--- src/rtl/ysyx_25040111_ifu.sv ---
// rtl/ysyx_25040111_ifu.sv - instruction fetch unit: AXI4-Lite read fetch, decode handoff, jump redirect
module ysyx_25040111_ifu #(
    parameter logic [31:0] RESET_PC = 32'h8000_0000
) (
    input  logic        clock,
    input  logic        reset,
    output logic [31:0] ifu_inst,
    output logic [31:0] ifu_pc,
    output logic        ifu_fault,
    output logic        ifu_valid,
    input  logic        ifu_ready,
    input  logic        jump,
    input  logic        redir_valid,
    input  logic [31:0] redir_pc,
    output logic [31:0] araddr,
    output logic        arvalid,
    input  logic        arready,
    input  logic [31:0] rdata,
    input  logic [1:0]  rresp,
    input  logic        rvalid,
    output logic        rready
);

    typedef enum logic [2:0] {
        IDLE     = 3'd0,
        AR       = 3'd1,
        R        = 3'd2,
        OUT      = 3'd3,
        CHECK    = 3'd4,
        WAIT_JMP = 3'd5
    } state_e;

    state_e      state_q, state_d;
    logic [31:0] pc_q, pc_d;
    logic [31:0] inst_q, inst_d;
    logic        fault_q, fault_d;
    logic        arvalid_q, arvalid_d;
    logic        rready_q, rready_d;
    logic        ifu_valid_q, ifu_valid_d;
    logic [31:0] redir_target;

    assign redir_target = redir_pc & 32'hFFFF_FFFC;

    always_comb begin
        state_d = state_q;
        pc_d    = pc_q;
        inst_d  = inst_q;
        fault_d = fault_q;
        unique case (state_q)
            IDLE: state_d = AR;
            AR: if (arready) state_d = R;
            R: begin
                if (rvalid) begin
                    inst_d  = rdata;
                    fault_d = (rresp != 2'b00);
                    state_d = OUT;
                end
            end
            OUT: if (ifu_ready) state_d = CHECK;
            // decode latched the instruction at the handoff edge, so jump is valid only now
            CHECK: begin
                if (!jump) begin
                    pc_d    = pc_q + 32'd4;
                    state_d = AR;
                end else if (redir_valid) begin
                    pc_d    = redir_target;
                    state_d = AR;
                end else begin
                    state_d = WAIT_JMP;
                end
            end
            WAIT_JMP: begin
                if (redir_valid) begin
                    pc_d    = redir_target;
                    state_d = AR;
                end
            end
            default: state_d = IDLE;
        endcase
        arvalid_d   = (state_d == AR);
        rready_d    = (state_d == R);
        ifu_valid_d = (state_d == OUT);
    end

    always_ff @(posedge clock) begin
        if (reset) begin
            state_q     <= IDLE;
            pc_q        <= RESET_PC;
            inst_q      <= 32'h0;
            fault_q     <= 1'b0;
            arvalid_q   <= 1'b0;
            rready_q    <= 1'b0;
            ifu_valid_q <= 1'b0;
        end else begin
            state_q     <= state_d;
            pc_q        <= pc_d;
            inst_q      <= inst_d;
            fault_q     <= fault_d;
            arvalid_q   <= arvalid_d;
            rready_q    <= rready_d;
            ifu_valid_q <= ifu_valid_d;
        end
    end

    assign araddr    = pc_q;
    assign arvalid   = arvalid_q;
    assign rready    = rready_q;
    assign ifu_valid = ifu_valid_q;
    assign ifu_inst  = inst_q;
    assign ifu_pc    = pc_q;
    assign ifu_fault = fault_q;

endmodule

--- config.mk ---
export PLATFORM = sky130hd
export DESIGN_NAME = ysyx_25040111_ifu
export DESIGN_NICKNAME = d
export VERILOG_FILES = /design/src/rtl/ysyx_25040111_ifu.sv
export SDC_FILE = /design/constraint.sdc
export NUM_CORES = 1
export LEC_CHECK = 0
export CORE_MARGIN = 5
export CORE_UTILIZATION = 35
export CTS_CLUSTER_SIZE = 25
export DETAILED_ROUTE_END_ITERATION = 8
export PLACE_DENSITY = 0.72
export REMOVE_ABC_BUFFERS = 1
export SLEW_MARGIN = 5
export SYNTH_ARGS = -nofsm -noshare
export SYNTH_HDL_FRONTEND = slang
export SYNTH_SLANG_ARGS = --single-unit
export TNS_END_PERCENT = 100
--- constraint.sdc ---
create_clock -name clock -period 1.97 [get_ports clock]
set_clock_uncertainty 0.05 [all_clocks]
set_input_delay 0.2955 -clock clock [delete_from_list [all_inputs] [get_ports clock]]
set_output_delay 0.2955 -clock clock [all_outputs]
set_load 0.005 [all_outputs]
Yosys cells after proc, flatten, opt, wreduce, memory -nomap -nowiden --
Index checks and enable logic that the tools add are counted.
Cells by class: add/sub/neg operators 1, equality and inequality tests 8, mux-type cells 10, reductions and logical operators 4
Operator list (number):
- 32-bit two-way mux | 2
- 32-bit one-hot mux with 2 select lines | 1
- 32-bit by 3-bit adder with 32-bit output, second input constant | 1
- 3-bit two-way mux | 6
- 3-bit one-hot mux with 6 select lines | 1
- 3-bit by 2-bit == test with 1-bit output, second input constant | 4
- 3-bit by 1-bit == test with 1-bit output, second input constant | 2
- 3-bit == test, second input constant | 2
- 2-bit nonzero test | 2
- 3-bit zero test | 1
- 2-bit AND reduction | 1
Word-level totals: register bits after elaboration 71, output and inout bits 100

Depth between registers and ports, before layout --
Gate-level depths: netlist (run 1).
depth in word-level cells 4, gate-level depth with buffers 8, depth with buffers taken out 5

Worst setup path after synthesis (run 1) --
Ideal clock, no wire load.
kind reg-to-reg, start reg pc_q[8] (netlist: araddr[8]), end reg pc_q[23] (netlist: araddr[23]), library setup time 79 ps, arrival 1694 ps, data required time 1841 ps, path slack 146 ps, cell stages (with the launch flop) 7, path buffers 1, clock period less this slack 1824 ps, cell sequence dfxtp_1 > clkbuf_2 > and4_2 > nand4_4 > or4_4 > xor2_1 > a211oi_2
On the way: longest elaborated chain between the ends 3
RTL lines:
- start, declared | RTL line 34 | logic [31:0] pc_q, pc_d;
- start signal, assigned | RTL line 96 | pc_q <= pc_d;
- 32-bit by 3-bit adder with 32-bit output | RTL line 63 | pc_d = pc_q + 32'd4;
- 32-bit two-way mux | RTL line 62 | if (!jump) begin
- 32-bit one-hot mux with 2 select lines | RTL line 49 | unique case (state_q)
No other way between the ends. A chain may end at the register's enable or synchronous reset.

Final worst setup path (run 1) --
start reg pc_q[18] (netlist: araddr[18]), end reg pc_q[30] (netlist: araddr[30])
The elaborated chain is that of the path after synthesis.

==> key figures, run 1 <==
Outcome
  • Status: finished clean

Global route
  • GRT Overall Usage: 0.195
  • Grt total ovfl: 0
  • First-pass GRT wire length: 20500 um
  • Vias in the first global route: 4072
  • Initial antenna violation count: 0
  • Pin count of the biggest net entering global routing: 41

Routing
  • Final wirelength: 13200 um
  • Final ANT Viol Nets: 0
  • Vias: 4172
  • # DRC: 0
  • Iter 0 DRT Violations: 338
  • WL/cell: 16.8 um
  • Drt first pass iters: 4
  • Drt via density: 5.30

Layout
  • ANT cells: 0
  • Design area: 5890 um2
  • Post-layout util: 0.566
  • Area Growth Syn to Fin: 56.7%
  • Final Non-Filler Cells: 787
  • Area of the multi-input gates: 1930 um2
  • Fraction of final layout cells sized beyond drive strength 1: 0.141
  • Nets@finish: 720
  • FILL cells: 946
  • Register cell area after layout: 1430 um2

Critical path
  • CP arrival: 2.00 ns
  • Delay-heaviest family, CP: simple AND/OR/NAND/NOR gates
  • Worst path bufs/invs: 0
  • Slack of the worst reg-to-reg path: 0.11 ns
  • Max stage delay cell, worst path: dfxtp_1
  • Crit Path Category: flip-flop to flip-flop
  • Crit path launch type: flip-flop
  • Endpoint class of the critical path: flip-flop
  • Most frequent CP cell: nor3_1
  • Max Fanout on Critical Path: 6
  • Max stage delay on crit path: 0.46 ns
  • Worst path cell trace: and3_2 > nand4_1 > nor3_1 > mux2i_1 > nor3_1
  • Worst EP required: 2.11 ns

Clock tree
  • Post-CTS Setup Bufs: 0
  • H-tree Lvls: 3
  • Root Buffer: clkbuf_8
  • Max clock buf depth: 2
  • # clock sinks: 71
  • Clk_lat worst skew: 0.34 ns
  • CTS Buf Count: 9
  • Clock-pin slew on the worst setup and hold paths: 0.08 ns
  • Post-CTS Resized: 0
  • CTS tree: built
  • CTS Hold Bufs: 0

Synthesis
  • Synth cell count leaders: nand2_1, dfxtp_1, a21oi_1, buf_4, nor2_1
  • Largest cells by area after synthesis: dfxtp_1, nand2_1, buf_4
  • Yosys reg bits: 71
  • Synthesized cell area: 3760 um2
  • Yosys Warn Count: 0
  • Top_reg_cell synth: dfxtp_1
  • Synth area leader: dfxtp_1
  • Synth top area share: 0.378
  • Fraction of registers with async set/reset: 0
  • EDFF count, synth: 0
  • Top-count cell post-synth: nand2_1
  • Distinct cell type count after synthesis: 60
  • Syn Area/Cell: 7.87 um2
  • Register area share after synthesis: 0.378
  • Cells after synthesis: 478

Hold path
  • HP Class: flip-flop to flip-flop

Timing
  • Unrepaired setup endpoints after global routing: yes
  • Slew HR: 0.440
  • Final slew viol count: 0
  • Worst Max-Slew Pin Slew: 0.840 ns
  • Tmin final: 1.86 ns
  • Tcrit/Tclk final: 0.942
  • Setup violations, final: 0
  • Max Clk Rate: 539 MHz
  • Setup tns final: 0 ns
  • Fin. Hold Viols: 0

Placed design
  • Routability cong.: 0.882
  • DP Wirelength: 10200 um
  • Area of placed instances: 5660 um2
  • Placed Cells: 771
  • Port Buf Inserts: 170

Floorplanning
  • Die Y: 114 um
  • Starting Density: 0.361
  • Ports: 173
  • Core area: 10400 um2
  • Die Wd: 114 um
  • Row Count: 37
  • Die ar.: 12900 um2

Pwr
  • Leak pwr: 2.02 nW
  • Total power: 3.23 mW
  • VDD IR-drop max: 0.358 mV
  • Cell Pwr Density: 548 nW/um2

Run
  • Max cap viols: 0
## metal layers
layer	part of all wire	wire [um]	GRT usage	vias to the layer above
met5	0	0	0	-
met2	0.47	6190	0.328	217
met1	0.43	5710	0.249	1928
met4	0.012	162	0.0449	0
li1	-	-	-	2009
met3	0.086	1130	0.0504	18
## area by class of cell
class	count	share of cell area
timing repair buffer	224	0.363
clock inverter	6	0.0157
sequential	71	0.242
multi-input combinational	337	0.327
tap	136	0.0289
inverter	3	0.00191
clock buffer	10	0.0217
## worst paths after layout
kind / start / end / cells past startpoint
setup / recovery: araddr[18] / araddr[30] / 5
hold / removal: ifu_inst[30] / ifu_inst[30] / 2
setup reg to reg: araddr[18] / araddr[30] / 5
hold reg to reg: ifu_inst[30] / ifu_inst[30] / 2
## registers in the layout (all words and copies together), names as in the netlist
name,count
ifu_fault,1
araddr,32
ifu_valid,1
arvalid,1
state_q,3
ifu_inst,32
rready,1
## worst reg2reg max path, cell delays in order, from the launching register on
cell and delay [ns]:
dfxtp_1 0.46, and3_2 0.26, nand4_1 0.28, nor3_1 0.37, mux2i_1 0.24, nor3_1 0.06
## layout by cell type, fill, tap and decap left out, types with 4 or more instances in the layout
cell / count
o21ai_0: 14
a31oi_1: 5
o22ai_1: 8
nand4_1: 12
clkdlybuf4s50_1: 169
nand2b_1: 4
or3_1: 5
xor2_1: 4
nand2_1: 89
a22oi_1: 4
clkbuf_8: 9
a21oi_1: 52
dfxtp_1: 68
nor4_1: 11
nor2_1: 24
a211oi_1: 5
nor3_1: 13
nand3_1: 20
mux2i_1: 7
a311oi_1: 4
buf_4: 51
## cells by family (layout without fill, tap and decap cells)
kind of cell | Yosys count | in the layout | share of synthesized area
XOR/XNOR | 6 | 6 | 0.0140
adder cells (fa/ha/maj) | 1 | 1 | 0.00333
flip-flops | 71 | 71 | 0.378
buffers and inverters | 70 | 243 | 0.117
AND/OR/NAND/NOR | 210 | 210 | 0.284
multiplexers | 7 | 7 | 0.0186
AO/OA/AOI/OAI | 113 | 113 | 0.186
## power breakdown
group          total, mW  internal (mW)  switching [mW]
combinational      0.428          0.257           0.171
clock               1.31          0.723           0.588
sequential          1.49           1.47          0.0234
## stage by stage
step	hold slack (ns)	worst slack, ns
6_report	0.406	0.114
4_1_cts	0.408	0.0541
3_3_place_gp	0.392	-0.0120
3_5_place_dp	0.397	-0.0106
2_1_floorplan	0.310	-1.30
5_1_grt	0.428	-0.0114
Power figures use the tool's default switching activity.
==> run 2: changes to the inputs <==
Settings changed: CAP_MARGIN set to 20, CELL_PAD_IN_SITES_DETAIL_PLACEMENT set to 1, CELL_PAD_IN_SITES_GLOBAL_PLACEMENT set to 2, CORE_UTILIZATION 35 to 22, PLACE_DENSITY 0.72 to unset, PLACE_DENSITY_LB_ADDON set to 0.1.
==> key figures, run 2 (synthesized netlist as in run 1, its figures left out) <==
Outcome
  • Status: finished clean (unchanged)

Layout
  • Area Growth Syn to Fin: 62.5% (was 56.7%)
  • Post-layout util: 0.366 (was 0.566)
  • Commonest cells after routing, fill and taps aside: clkdlybuf4s50_1, nand2_1, dfxtp_1 (unchanged)
  • Fraction of final layout cells sized beyond drive strength 1: 0.143 (was 0.141)
  • ANT cells: 0 (unchanged)
  • Nets@finish: 726 (was 720)
  • Final Non-Filler Cells: 877 (was 787)
  • Commonest non-fill, non-tap cell in the layout: clkdlybuf4s50_1 (unchanged)
  • Design area: 6110 um2 (was 5890 um2)

Timing
  • Tmin final: 1.88 ns (was 1.86 ns)
  • Worst Max-Slew Pin Slew: 0.498 ns (was 0.840 ns)
  • Final slew viol count: 0 (unchanged)
  • Slew HR: 0.665 (was 0.440)
  • Setup violations, final: 0 (unchanged)
  • Max Clk Rate: 532 MHz (was 539 MHz)
  • Unrepaired setup endpoints after global routing: no (was yes)
  • Fin. Hold Viols: 0 (unchanged)
  • Tcrit/Tclk final: 0.954 (was 0.942)

Global route
  • First-pass GRT wire length: 24600 um (was 20500 um)
  • Grt total ovfl: 0 (unchanged)
  • Pin count of the biggest net entering global routing: 48 (was 41)
  • Initial antenna violation count: 0 (unchanged)
  • GRT Overall Usage: 0.156 (was 0.195)
  • Vias in the first global route: 4489 (was 4072)

Routing
  • Final wirelength: 15600 um (was 13200 um)
  • Vias: 4169 (was 4172)
  • # DRC: 0 (unchanged)
  • Final ANT Viol Nets: 0 (unchanged)
  • Drt first pass iters: 4 (unchanged)
  • WL/cell: 17.8 um (was 16.8 um)
  • Iter 0 DRT Violations: 162 (was 338)
  • Drt via density: 4.75 (was 5.30)

Critical path
  • Max stage delay on crit path: 0.49 ns (was 0.46 ns)
  • Max Fanout on Critical Path: 7 (was 6)
  • Crit Path Category: flip-flop to flip-flop (unchanged)
  • R2r startpoint: araddr[20] (was araddr[18])
  • Crit path launch type: flip-flop (unchanged)
  • Endpoint class of the critical path: flip-flop (unchanged)
  • CP arrival: 2.03 ns (was 2.00 ns)
  • Crit path from: araddr[20] (was araddr[18])
  • Max stage delay cell, worst path: nor4_1 (was dfxtp_1)
  • Worst path cell trace: nand3_1 > or2_2 > nor4_1 > o221ai_1 (was and3_2 > nand4_1 > nor3_1 > mux2i_1 > nor3_1)
  • Worst EP required: 2.12 ns (was 2.11 ns)

Clock tree
  • CTS tree: built (unchanged)
  • H-tree Lvls: 3 (unchanged)
  • Clk_lat worst skew: 0.34 ns (about the same)
  • CTS Buf Count: 9 (unchanged)
  • Clock-pin slew on the worst setup and hold paths: 0.06 ns (was 0.08 ns)
  • Max clock buf depth: 2 (unchanged)
  • Post-CTS Setup Bufs: 0 (unchanged)
  • Post-CTS Resized: 0 (unchanged)
  • CTS Hold Bufs: 0 (unchanged)
  • # clock sinks: 71 (unchanged)
  • Root Buffer: clkbuf_16 (was clkbuf_8)

Hold path
  • HP Class: input port to flip-flop (was flip-flop to flip-flop)
  • Hold_sp: reset (was ifu_inst[30])

Run
  • Max cap viols: 0 (unchanged)

Floorplanning
  • Ports: 173 (unchanged)
  • Die Y: 141 um (was 114 um)
  • Die ar.: 19800 um2 (was 12900 um2)
  • Row Count: 47 (was 37)
  • Core area: 16700 um2 (was 10400 um2)
  • Die Wd: 141 um (was 114 um)
  • Starting Density: 0.225 (was 0.361)

Pwr
  • VDD IR-drop max: 0.388 mV (was 0.358 mV)
  • Leak pwr: 2.09 nW (was 2.02 nW)
  • Total power: 3.60 mW (was 3.23 mW)
  • Cell Pwr Density: 589 nW/um2 (was 548 nW/um2)

Placed design
  • Routability cong.: 0.769 (was 0.882)
  • DP Wirelength: 11900 um (was 10200 um)
  • Area of placed instances: 5810 um2 (was 5660 um2)
  • Port Buf Inserts: 170 (unchanged)
  • Placed Cells: 861 (was 771)
==> run 2: cell types whose count changed in the layout (fill, tap and decap cells not counted), sizes merged <==
| cell | previous run | this run |
|---|---|---|
| buf | 55 | 61 |
| clkinv | 0 | 4 |
| clkinvlp | 2 | 0 |
| inv | 5 | 3 |
| bufinv | 2 | 1 |
| clkbuf | 10 | 11 |
==> run 2: through the flow <==
stage	hold slack [ns]	setup slack, ns	setup TNS, ns
3_3_place_gp	0.392	-0.0564	-0.105
4_1_cts	0.387	0.0512	0
2_1_floorplan	0.310	-1.30	-45.71
6_report	0.392	0.0916	0
5_1_grt	0.430	0.00561	0
3_5_place_dp	0.398	-0.0888	-0.441
==> run 2: report_power, final <==
group	internal (mW)	switching, mW
clock	1.02	0.651
sequential	1.47	0.0252
combinational	0.263	0.177
total	2.75	0.854
==> run 2: cell type report <==
class | count | area (um2)
Clock buffer | 11 | 243
Timing Repair Buffer | 230 | 2180
Inverter | 3 | 11.3
Sequential cell | 71 | 1420
Multi-Input combinational cell | 337 | 1920
Clock inverter | 5 | 57.6
Tap cell | 220 | 275
Fill cell | 1957 | 10600
==> run 2: per-layer routing <==
metal / share of wire / GRT usage / vias to the layer above
met1: 0.47 / 0.202 / 1994
met5: 0 / 0 / -
met2: 0.47 / 0.259 / 131
li1: - / - / 2028
met3: 0.051 / 0.0298 / 16
met4: 0.015 / 0.0546 / 0
==> run 2: path summary, 6_finish.rpt <==
kind / endpoint / slack (ns) / cells after the start
hold / removal: araddr[6] / 0.39 / 2
hold reg to reg: ifu_inst[7] / 0.40 / 2
setup reg to reg: araddr[26] / 0.09 / 4
setup / recovery: araddr[26] / 0.09 / 4
==> run 2: worst max-delay path, delay by kind of cell, from the launching register on <==
family             cells  cell delay (ns)
DFF                    1             0.48
and+or+nand+nor        3             1.02
AOI/OAI and AO/OA      1             0.20
==> run 3: changes to the inputs <==
Settings changed: CAP_MARGIN 20 to unset.
==> results of run 3 <==
The final DEF is identical to that of run 2; final timing and power are the same.
